--- src/rtl/nibble_serial_addsub.sv ---
// WIDTH-bit two's-complement add/subtract that time-shares one 4-bit ripple slice,
// processing one nibble per cycle from the least-significant end, with valid/ready on both sides.
module nibble_serial_addsub #(
    parameter  int unsigned NIBBLES = 4,
    localparam int unsigned WIDTH   = 4 * NIBBLES
) (
    input  logic             clk,
    input  logic             rst,
    input  logic             start_valid,
    output logic             start_ready,
    input  logic [WIDTH-1:0] op_a,
    input  logic [WIDTH-1:0] op_b,
    input  logic             sub,
    output logic             res_valid,
    input  logic             res_ready,
    output logic [WIDTH-1:0] result,
    output logic             cout,
    output logic             ovf
);

    localparam int unsigned IDXW = (NIBBLES > 1) ? $clog2(NIBBLES) : 1;
    localparam logic [IDXW-1:0] LAST = IDXW'(NIBBLES - 1);

    typedef enum logic [1:0] {
        IDLE = 2'd0,
        RUN  = 2'd1,
        DONE = 2'd2
    } state_t;

    state_t state_q, state_d;

    logic [NIBBLES-1:0][3:0] a_q, b_q, result_q;
    logic                    sub_q, carry_q, cout_q, ovf_q;
    logic [IDXW-1:0]         idx_q;

    logic [3:0] a_nib, b_nib, sum_nib;
    logic [4:0] c;

    // One 4-bit full-adder ripple; c[3] is the carry into the slice MSB, needed for overflow.
    always_comb begin
        a_nib   = a_q[idx_q];
        b_nib   = b_q[idx_q] ^ {4{sub_q}};
        c       = '0;
        sum_nib = '0;
        c[0]    = carry_q;
        for (int unsigned i = 0; i < 4; i++) begin
            sum_nib[i] = a_nib[i] ^ b_nib[i] ^ c[i];
            c[i+1]     = (a_nib[i] & b_nib[i]) | (c[i] & (a_nib[i] ^ b_nib[i]));
        end
    end

    always_ff @(posedge clk) begin
        if (rst) begin
            state_q <= IDLE;
        end else begin
            state_q <= state_d;
        end
    end

    always_comb begin
        state_d = state_q;
        case (state_q)
            IDLE:    if (start_valid)     state_d = RUN;
            RUN:     if (idx_q == LAST)   state_d = DONE;
            DONE:    if (res_ready)       state_d = IDLE;
            default:                      state_d = IDLE;
        endcase
    end

    always_ff @(posedge clk) begin
        if (rst) begin
            a_q      <= '0;
            b_q      <= '0;
            sub_q    <= 1'b0;
            carry_q  <= 1'b0;
            idx_q    <= '0;
            result_q <= '0;
            cout_q   <= 1'b0;
            ovf_q    <= 1'b0;
        end else begin
            case (state_q)
                IDLE: begin
                    if (start_valid) begin
                        a_q     <= op_a;
                        b_q     <= op_b;
                        sub_q   <= sub;
                        carry_q <= sub;
                        idx_q   <= '0;
                    end
                end
                RUN: begin
                    result_q[idx_q] <= sum_nib;
                    carry_q         <= c[4];
                    if (idx_q == LAST) begin
                        cout_q <= c[4];
                        ovf_q  <= c[4] ^ c[3];
                    end else begin
                        idx_q <= idx_q + 1'b1;
                    end
                end
                default: ;
            endcase
        end
    end

    assign start_ready = (state_q == IDLE);
    assign res_valid   = (state_q == DONE);
    assign result      = result_q;
    assign cout        = cout_q;
    assign ovf         = ovf_q;

endmodule

--- config.mk ---
export PLATFORM = sky130hd
export DESIGN_NAME = nibble_serial_addsub
export DESIGN_NICKNAME = d
export VERILOG_FILES = /design/src/rtl/nibble_serial_addsub.sv
export SDC_FILE = /design/constraint.sdc
export NUM_CORES = 1
export LEC_CHECK = 0
export CAP_MARGIN = 0
export CELL_PAD_IN_SITES_DETAIL_PLACEMENT = 1
export CELL_PAD_IN_SITES_GLOBAL_PLACEMENT = 2
export CORE_ASPECT_RATIO = 2
export CORE_UTILIZATION = 32
export DETAILED_ROUTE_END_ITERATION = 8
export PLACE_DENSITY = 0.94
export SETUP_SLACK_MARGIN = 0.2
export SKIP_LAST_GASP = 1
export SYNTH_ARGS = -nofsm -noshare
export SYNTH_HDL_FRONTEND = slang
export SYNTH_SLANG_ARGS = --single-unit
--- constraint.sdc ---
create_clock -name clk -period 10 [get_ports clk]
set_clock_uncertainty 0.05 [all_clocks]
set_input_delay 3 -clock clk [delete_from_list [all_inputs] [get_ports clk]]
set_output_delay 3 -clock clk [all_outputs]
set_load 0.01 [all_outputs]
# After elaboration in Yosys (flattened, before gate mapping)
# Index checks and enable logic that the tools add are counted.
# word_totals
ff_bits,56
input_bits,37
elab_cells,74
# op_classes
n_addsub,1
order_cmp,2
eq_ne,7
muxes,16
bitwise,22
reduce_logical,8
# op_table
op,count
4-bit binary-select mux with 2-bit select,2
16-bit bitwise mux,1
4-bit 2-to-1 mux,3
2-bit 2-to-1 mux,5
1-bit bitwise XOR,9
1-bit AND,8
4-bit demux with 2-bit select,1
"2-bit != test, second input constant",3
2-bit case mux with 3 select lines,1
2-bit AND reduction,3
3-bit AND reduction,2
"2-bit equality test, second input constant",2
1-bit OR,4
2-bit case mux with 2 select lines,1
4-bit bitwise XOR,1
"2-bit by 3-bit < comparator with 1-bit output, second input constant",1
"2-bit by 1-bit adder with 2-bit output, second input constant",1
"2-bit by 1-bit equality test with 1-bit output, second input constant",1
"2-bit by 1-bit >= comparator with 1-bit output, second input constant",1
2-bit zero test,1
"2-bit by 1-bit != test with 1-bit output, second input constant",1
1-bit case mux with 2 select lines,1
2-bit nonzero test,1
1-bit logical AND,1
1-bit 2-to-1 mux,1

# Depth between registers and ports, before layout
# depth
ltp_word,13
depth_mapped,13
ltp_nobuf,12

# Worst setup path before layout
# Ideal clock, no wire load.
# synth_path
kind,input-to-reg
startpoint,input port start_valid
endpoint,register sub_q
setup_ns,0.132
arrival_time_ns,3.827
slack_ns,5.991
cell_stages,5
path_buffers,2
cell_sequence,or3b_2 buf_2 buf_6 nand2_1 a21oi_1
# synth_via
elab_chain_len,1
# synth_lines
element,line_no,source
"start, declared",9,"input logic start_valid,"
2-bit AND reduction (no line),--,
"end signal, assigned",86,sub_q <= sub;
"end, declared",33,"logic sub_q, carry_q, cout_q, ovf_q;"
# No other way between the ends.
# A chain may end at the register's enable or synchronous reset.

# Worst setup path in the final report
# layout_path
startpoint,input port start_valid
endpoint,register carry_q
# layout_via
elab_chain_len,2
# layout_lines
element,line_no,source
2-bit != test (no line),--,
2-bit AND reduction (no line),--,
"end signal, assigned",87,carry_q <= sub;
"end signal, assigned",93,carry_q <= c[4];
"end, declared",33,
# No other way between the ends.

==> results.py <==
metrics = {
    "power": {
        "p_leak_nw": 1.14,
        "powerDensity_nw_per_um2": 157,
        "peakVddDrop_mv": 0.0926,
    },
    "detailed_routing": {
        "firstDrtPassIters": 4,
        "drt_iter0_markers": 46,
        "routed_via_density": 4.73,
        "vias": 1892,
        "ant_nets": 0,
        "drcViolationCount": 0,
        "routed_wl_um": 5660,
        "wl_per_cell_um": 14.2,
    },
    "final_layout": {
        "multi_input_area_um2": 1160,
        "n_antenna_cell": 0,
        "area_growth_pct": 28.9,
        "finalNetCount": 352,
        "seq_area_um2": 1120,
        "final_cell_mix": "nand2_1, dfxtp_1, clkdlybuf4s50_1, a21oi_1, nor2_1",
        "nFillCells": 859,
        "drive_gt1_share_pct": 6.17,
        "final_common_cell": "nand2_1",
        "stdcell_count": 400,
    },
    "placement": {
        "dpl.cell_count": 392,
        "io_buffers": 56,
        "hpwl_um": 4180,
        "gp_congestion": 0.710,
    },
    "global_routing": {
        "grt_pass1_vias": 1997,
        "grt_usage_pct": 15.7,
        "grt_max_degree": 59,
        "overflow": 0,
        "antenna_found_initial": 0,
        "grt_pass1_wl_um": 9600,
    },
    "setup_path": {
        "critPathKind": "in2reg",
        "crit_chain": "clkdlybuf4s50_1 -> nor3b_4 -> nand2_1 -> a311oi_1",
        "required_ns": 10.14,
        "path_delay_family": "simple AND/OR/NAND/NOR gates",
        "max_stage_delay_ns": 1.00,
        "arrival_ns": 5.00,
        "crit_buf_inv": 1,
        "start_kind": "input pin",
        "end_kind": "flop",
        "cp_max_fo": 33,
        "crit_slowest_cell": "nor3b_4",
    },
    "clock_network": {
        "cts_tree": "done",
        "cts_buffers": 5,
        "cts_max_level": 2,
        "cts_root_buf": "clkbuf_16",
        "clock_latency_ns": 0.29,
        "clock_path_buffers": 2,
        "cts_hold_buf": 0,
        "path_clk_slew_ns": 0.07,
        "ctsResizeCount": 0,
        "cts.sinks": 56,
        "postCtsSetupBuffers": 0,
    },
    "timing": {
        "final.setup.tns_ns": 0,
        "rsz0062_at_grt": "no",
        "hold_viol": 0,
        "fin_crit_sh_pct": 48.6,
        "tightest_slew_ns": 1.23,
        "period_minus_slack_ns": 4.86,
        "timing.hold.ws_ns": 0.405,
        "relSlewSlack_pct": 18.1,
        "slew_viol_final": 0,
        "fmax_mhz": 206,
        "finalSetupViolCount": 0,
    },
    "synth": {
        "synth_nets": 311,
        "ys.flop_type": "dfxtp_1",
        "synth_area_um2": 2440,
        "synth_edf_count": 0,
        "ys_async_sr_fraction_pct": 0,
        "ys_seq_elements": 56,
        "syn_inst": 266,
        "syn_area_per_cell_um2": 9.16,
        "yosysUniqueCellTypes": 29,
        "yosysSeqAreaShare_pct": 46.0,
        "yosysWarnings": 0,
    },
    "floorplanning": {
        "die_y_um": 125,
        "die_w_um": 63.7,
        "core_um2": 7320,
        "start_util_pct": 33.3,
        "row_count": 44,
        "ios": 57,
        "die-area_um2": 7990,
    },
    "worst_hold_path": {
        "hold_class": "reg2reg",
    },
    "status": {
        "status": "finished clean",
    },
    "run": {
        "maxCapViolCount": 0,
    },
}
per-layer routing:
metal  global-route usage, %  share of wire (%)
met2                    31.3                 59
met5                       0                  0
met3                    2.55                2.5
met1                    14.7                 37
met4                    6.95                2.2
worst paths after layout:
kind                                             from                      to  slack [ns]  cells after the start
worst min register to register    b_q[8]$_SDFFE_PP0P_     b_q[8]$_SDFFE_PP0P_        0.40                      2
worst min-delay path              b_q[8]$_SDFFE_PP0P_     b_q[8]$_SDFFE_PP0P_        0.40                      2
worst max-delay path                      start_valid    carry_q$_SDFFE_PP0P_        5.14                      4
worst max register to register  idx_q[0]$_SDFFE_PP0P_  result[3]$_SDFFE_PP0P_        6.42                     11
tightest hold or removal path, cell delays in order (launching register included):
cell     delay (ns)
dfxtp_1        0.31
nand2_1        0.05
a21oi_1        0.05
cell usage after synthesis (2+ instances only):
library cell | count | area, um^2
and3b_1 | 4 | 35.0
fa_1 | 4 | 80.1
ha_1 | 4 | 50.1
buf_2 | 9 | 45.0
dfxtp_1 | 56 | 1120
inv_1 | 10 | 37.5
mux4_2 | 8 | 180
clkbuf_1 | 7 | 26.3
a211oi_1 | 8 | 60.1
nand2_1 | 68 | 255
xor2_1 | 2 | 17.5
mux2i_1 | 11 | 110
xnor2_1 | 3 | 26.3
a21oi_1 | 34 | 170
buf_6 | 4 | 45.0
nor2_1 | 21 | 78.8
cell families (layout without fill, tap and decap cells):
kind of cell	count (synthesis)	in the layout	share of synthesized area, %
buf+inv	32	74	6.78
simple gates	101	101	17.7
compound gates	45	45	10.5
flops	56	56	46.0
xor+xnor	5	5	1.80
mux	19	19	11.9
fa+ha+maj	8	8	5.34
per-stage QoR:
stage	power (mW)	setup slack (ns)	area, um^2	utilization [%]
floorplan	0.291	5.99	2440	-
global placement	0.319	4.89	2990	40.8
detailed placement	0.322	4.86	2990	40.8
CTS	0.501	5.10	3140	42.9
global route	0.518	4.87	3140	42.9
finish	0.493	5.14	3140	42.9
where the power goes:
group          total, mW  switching [mW]  internal [mW]  leakage, nW
registers          0.243         0.00914          0.234        0.458
logic             0.0716          0.0340         0.0376        0.610
clock network      0.178          0.0787         0.0997       0.0691
state kept, by name, indices dropped and copies added (netlist names), 2 cells and up:
signal	count
idx_q	2
result	16
state_q	2
a_q	16
b_q	16
cell type report:
type / count / area share [%]
Clock buffer: 6 / 4.42
Clock inverter: 2 / 0.478
Inverter: 10 / 1.20
Multi-Input combinational cell: 178 / 36.8
Sequential cell: 56 / 35.7
Tap cell: 92 / 3.67
Timing Repair Buffer: 56 / 17.7
No activity file was read; power rests on OpenSTA's default activity.
==> patch 1 (same flow settings) <==
Make the reset (`rst`) asynchronous in 2 clocked blocks.
--- a/src/rtl/nibble_serial_addsub.sv
+++ b/src/rtl/nibble_serial_addsub.sv
@@ -50,5 +50,5 @@
     end
 
-    always_ff @(posedge clk) begin
+    always_ff @(posedge clk or posedge rst) begin
         if (rst) begin
             state_q <= IDLE;
@@ -68,5 +68,5 @@
     end
 
-    always_ff @(posedge clk) begin
+    always_ff @(posedge clk or posedge rst) begin
         if (rst) begin
             a_q      <= '0;
Function: differs if rst is asserted again (counterexample within 4 cycles, from zero or initial values and one cycle with rst high); with rst held inactive, the same outputs for 10 cycles.
==> patch 1 against the unedited design <==
  * Sequential cell count stayed put
  * First-iteration DRC count is 63% higher
  * Setup slack better by 160 ps
  * Wire length is 3.1% lower
  * Design area is 9.0% higher
  * Sequential share of layout area is 5.3 points higher
  * Area after synthesis is 10% higher
Power is not compared: it rests on default switching activity, and its combinational part moved more than twofold at a synthesized area within 25%.
==> patch 1: results (changes against the unedited design) <==
- Status: completed (unchanged)
- Crit path DAT: 4820 ps (was 5000 ps)
- Post-DP HPWL: 4240 um (was 4180 um)
- Inserted Clock Buffers: 5 (unchanged)
- Nets@finish: 276 (was 352)
- Number of H-tree levels: 2 (unchanged)
- Hold crit path type: flip-flop to flip-flop (unchanged)
- Postcts setup bufs: 0 (unchanged)
- Wirelength per Cell: 16.8 um (was 14.2 um)
- VDD IR-drop max: between 0.0001 and 0.00015 V
- Max-slew headroom: 0.238 (was 0.181)
- Total number of vias: 1555 (was 1892)
- Mapped Nets: 222 (was 311)
- GR Util All Layers: 0.147 (was 0.157)
- Netlist cell types: 28 (was 29)
- PortBufs: 56 (unchanged)
- Slowest CP cell: and2_2 (was nor3b_4)
- Pleak: about 1.5 nW
- First-pass GRT wire length: 9490 um (was 9600 um)
- Worst-Skew Late Latency: 290 ps (about the same)
- Mapped Cells: 177 (was 266)
- Synth top area share: 0.523 (was 0.460)
- Top delay family on crit path: simple AND/OR/NAND/NOR gates (unchanged)
- Leading post-synthesis cells by cell area: dfrtp_1 (52%), mux2_4 (17%), mux2_2 (5.0%) (was dfxtp_1 (46%), nand2_1 (10%), mux4_2 (7.4%))
- Synth top cells by count: dfrtp_1 (56), mux2_4 (30), mux2_2 (12), o21ai_0 (12) (was nand2_1 (68), dfxtp_1 (56), a21oi_1 (34))
- DR iter-0 viols: 75 (was 46)
- DRT Pass-1 Iters: 4 (unchanged)
- Place WS: 4960 ps (was 4860 ps)
- Routed wire length: 5480 um (was 5660 um)
- Number of global-route vias before repair: 1789 (was 1997)
- Pin count of the biggest net entering global routing: 57 (was 59)
- Asr flop ratio synth: 1.00 (was 0)
- Worst-path maximum fanout: 33 (unchanged)
- Initial antenna violation count: 0 (unchanged)
- Worst path max stage delay: 860 ps (was 1000 ps)
- PostCTS Resize Cnt: 0 (unchanged)
- CTS root buf: clkbuf_16 (unchanged)
- Placed insts: 320 (was 392)
- Number of diodes: 0 (unchanged)
- Reg clk slew, reported paths: 70 ps (about the same)
- CTS Buffer Depth: 2 (unchanged)
- Share of cells above drive strength 1: 0.247 (was 0.0617)
- Warnings from Yosys: 0 (unchanged)
- Placed Area: 3290 um2 (was 2990 um2)
- Seq/Total Area, Yosys: 0.523 (was 0.460)
- Gp weighted congestion: 0.703 (was 0.710)
==> patch 1: logic make-up (layout without fill, tap and decap cells) <==
group | after synthesis | after routing | share of synthesized area
DFF | 56 | 56 | 0.523
muxes | 50 | 50 | 0.289
adders and majority gates | 8 | 8 | 0.0486
xor gates and xnor gates | 5 | 5 | 0.0164
AOI/OAI and AO/OA | 17 | 17 | 0.0350
and+or+nand+nor | 22 | 22 | 0.0467
buffers and inverters | 19 | 73 | 0.0416
==> patch 1: final timing paths <==
check | slack [ps] | startpoint | cells past startpoint | end
max | 5310 | start_valid | 3 | a_q[2]
min | 430 | result[6] | 2 | result[6]
max reg2reg | 6370 | idx_q[0] | 10 | result[11]
min reg2reg | 430 | result[6] | 2 | result[6]
max in group asynchronous | 5920 | rst | 2 | a_q[3]
min in group asynchronous | 3280 | rst | 2 | a_q[5]
==> patch 1: through the flow <==
step	hold WS (ps)	util
after floorplan	400	-
after global placement	413	0.411
after detailed placement	421	0.411
after CTS	436	0.428
after global routing	473	0.428
final	428	0.428
==> patch 1: final cells by class <==
class / instances / area (um2)
clock buffers: 6 / 129
clock inverters: 1 / 5.00
fillers: 826 / 4580
inverters: 10 / 37.5
multi-input cells: 102 / 1170
flip-flops and latches: 56 / 1400
well taps: 96 / 120
repair buffers: 56 / 561
==> patch 1: routing by layer <==
metal,share of wire,vias to the layer above,global-route usage
li1,-,717,-
met1,0.36,788,0.162
met2,0.59,41,0.267
met3,0.026,9,0.0191
met4,0.024,0,0.0638
met5,0,-,0
==> patch 1: power breakdown <==
group          total (W)  switching [W]  internal [W]
Sequential      0.000438      0.0000936      0.000345
Clock           0.000169      0.0000773     0.0000913
Combinational   0.000667       0.000278      0.000388
Total            0.00127       0.000449      0.000824
==> patch 1: tightest hold or removal path, stage by stage (launching register included) <==
cell     delay (ps)
dfrtp_1         340
nand2_1          50
o21ai_0          60
==> patch 2 (same settings) <==
Made on the original files. Set the parameter `NIBBLES` to 2 (it was 4).
--- a/src/rtl/nibble_serial_addsub.sv
+++ b/src/rtl/nibble_serial_addsub.sv
@@ -2,5 +2,5 @@
 // processing one nibble per cycle from the least-significant end, with valid/ready on both sides.
 module nibble_serial_addsub #(
-    parameter  int unsigned NIBBLES = 4,
+    parameter  int unsigned NIBBLES = 2,
     localparam int unsigned WIDTH   = 4 * NIBBLES
 ) (
Interface: changed (resized op_a, op_b and result); port bits go from 57 to 33. The function was not compared with the original's and may differ.
==> patch 2 against the unedited design <==
  * Via count fell by 41%
  * Global-route usage fell by 0.50 points
  * Count of clock-buffer cells in the layout rose by 2
  * Area after synthesis fell by 42%
  * Power fell by 40%
  * Sequential cell count fell by 25
  * Die area fell by 42%
  * Setup slack improved by 210 ps
  * Design area fell by 42%
  * Wire length fell by 45%
==> patch 2: results (changes against the unedited design) <==
- Worst-path maximum fanout: 10 (was 33)
- P_int: 0.000221 W (was 0.000372 W)
- WHS Endpoint: b_q[0] (was b_q[8])
- Reg2reg path depth: 12 (was 11)
- VDD IR-drop max: 0.0000825 V (was 0.0000926 V)
- Layout Cells excl Fill: 236 (was 400)
- Leading post-synthesis cells by cell area: dfxtp_1 (44%), mux2i_1 (9.3%), nand2_1 (8.8%) (was dfxtp_1 (46%), nand2_1 (10%), mux4_2 (7.4%))
- Placed Area: 1710 um2 (was 2990 um2)
- Status: completed (unchanged)
- Placed insts: 228 (was 392)
- Reg2reg start: idx_q (was idx_q[0])
- Mapped Nets: 180 (was 311)
- Crit path DAT: 1600 ps (was 5000 ps)
- Min-delay src: b_q[0] (was b_q[8])
- Synth Area in Adders: 0.0571 (was 0.0534)
- Hold Slack: 405 ps (about the same)
- First-pass GRT wire length: 5130 um (was 9600 um)
- Worst path max stage delay: 560 ps (was 1000 ps)
- Met2 usage: 0.296 (was 0.313)
- Mux cell area share after synthesis: 0.109 (was 0.119)
- Pleak: 0.675 nW (was 1.14 nW)
- RR Endpoint: ovf (was result[3])
- Metal3 WL: 87 um (was 142 um)
- Seq/Total Area, Yosys: 0.442 (was 0.460)
- DR WL met2: 1890 um (was 3320 um)
- Number of global-route vias before repair: 1147 (was 1997)
- Share of cells above drive strength 1: 0.0652 (was 0.0617)
- Met3 Track Usage GR: 0.0383 (was 0.0255)
- Post-DP HPWL: 2390 um (was 4180 um)
- Met1 usage: 0.133 (was 0.147)
- PortBufs: 32 (was 56)
- CTS root buf: clkbuf_8 (was clkbuf_16)
patch 2: cell count changes after synthesis, moves of 3 or more:
cell,before,now
ha_1,4,0
buf_2,9,2
nand2_1,68,33
a211oi_1,8,4
nor2_1,21,15
inv_1,10,7
a21oi_1,34,20
mux4_2,8,0
and3b_1,4,1
clkbuf_1,7,3
dfxtp_1,56,31
patch 2: power groups by stage:
stage / Clock (W) / Combinational, W / Sequential, W
2_1_floorplan: 0 / 0.0000340 / 0.000138
3_5_place_dp: 0 / 0.0000516 / 0.000141
4_1_cts: 0.000110 / 0.0000518 / 0.000139
6_report: 0.000106 / 0.0000505 / 0.000138
5_1_grt: 0.000114 / 0.0000561 / 0.000140
3_3_place_gp: 0 / 0.0000491 / 0.000140
patch 2: worst max path at each step:
stage                     start         to  slack [ps]  cells past startpoint
finish               state_q[1]  res_valid        5350                      2
floorplan           start_valid     a_q[2]        6110                      5
global route         state_q[1]  res_valid        5260                      2
CTS                  state_q[1]  res_valid        5340                      2
detailed placement  start_valid    carry_q        5280                      3
global placement    start_valid    carry_q        5340                      3
patch 2: tightest hold or removal path, delay by kind of cell, from the launching register on:
kind / cells / cell delay [ps]
DFF: 1 / 310
and+or+nand+nor: 1 / 50
AOI/OAI and AO/OA: 1 / 50
patch 2: final cells by class:
| class | instances | area [um2] | area share |
|---|---|---|---|
| flip-flops and latches | 31 | 621 | 0.343 |
| well taps | 52 | 65.1 | 0.0359 |
| inverters | 7 | 26.3 | 0.0145 |
| clock buffers | 8 | 100 | 0.0553 |
| multi-input cells | 106 | 678 | 0.375 |
| repair buffers | 32 | 320 | 0.177 |
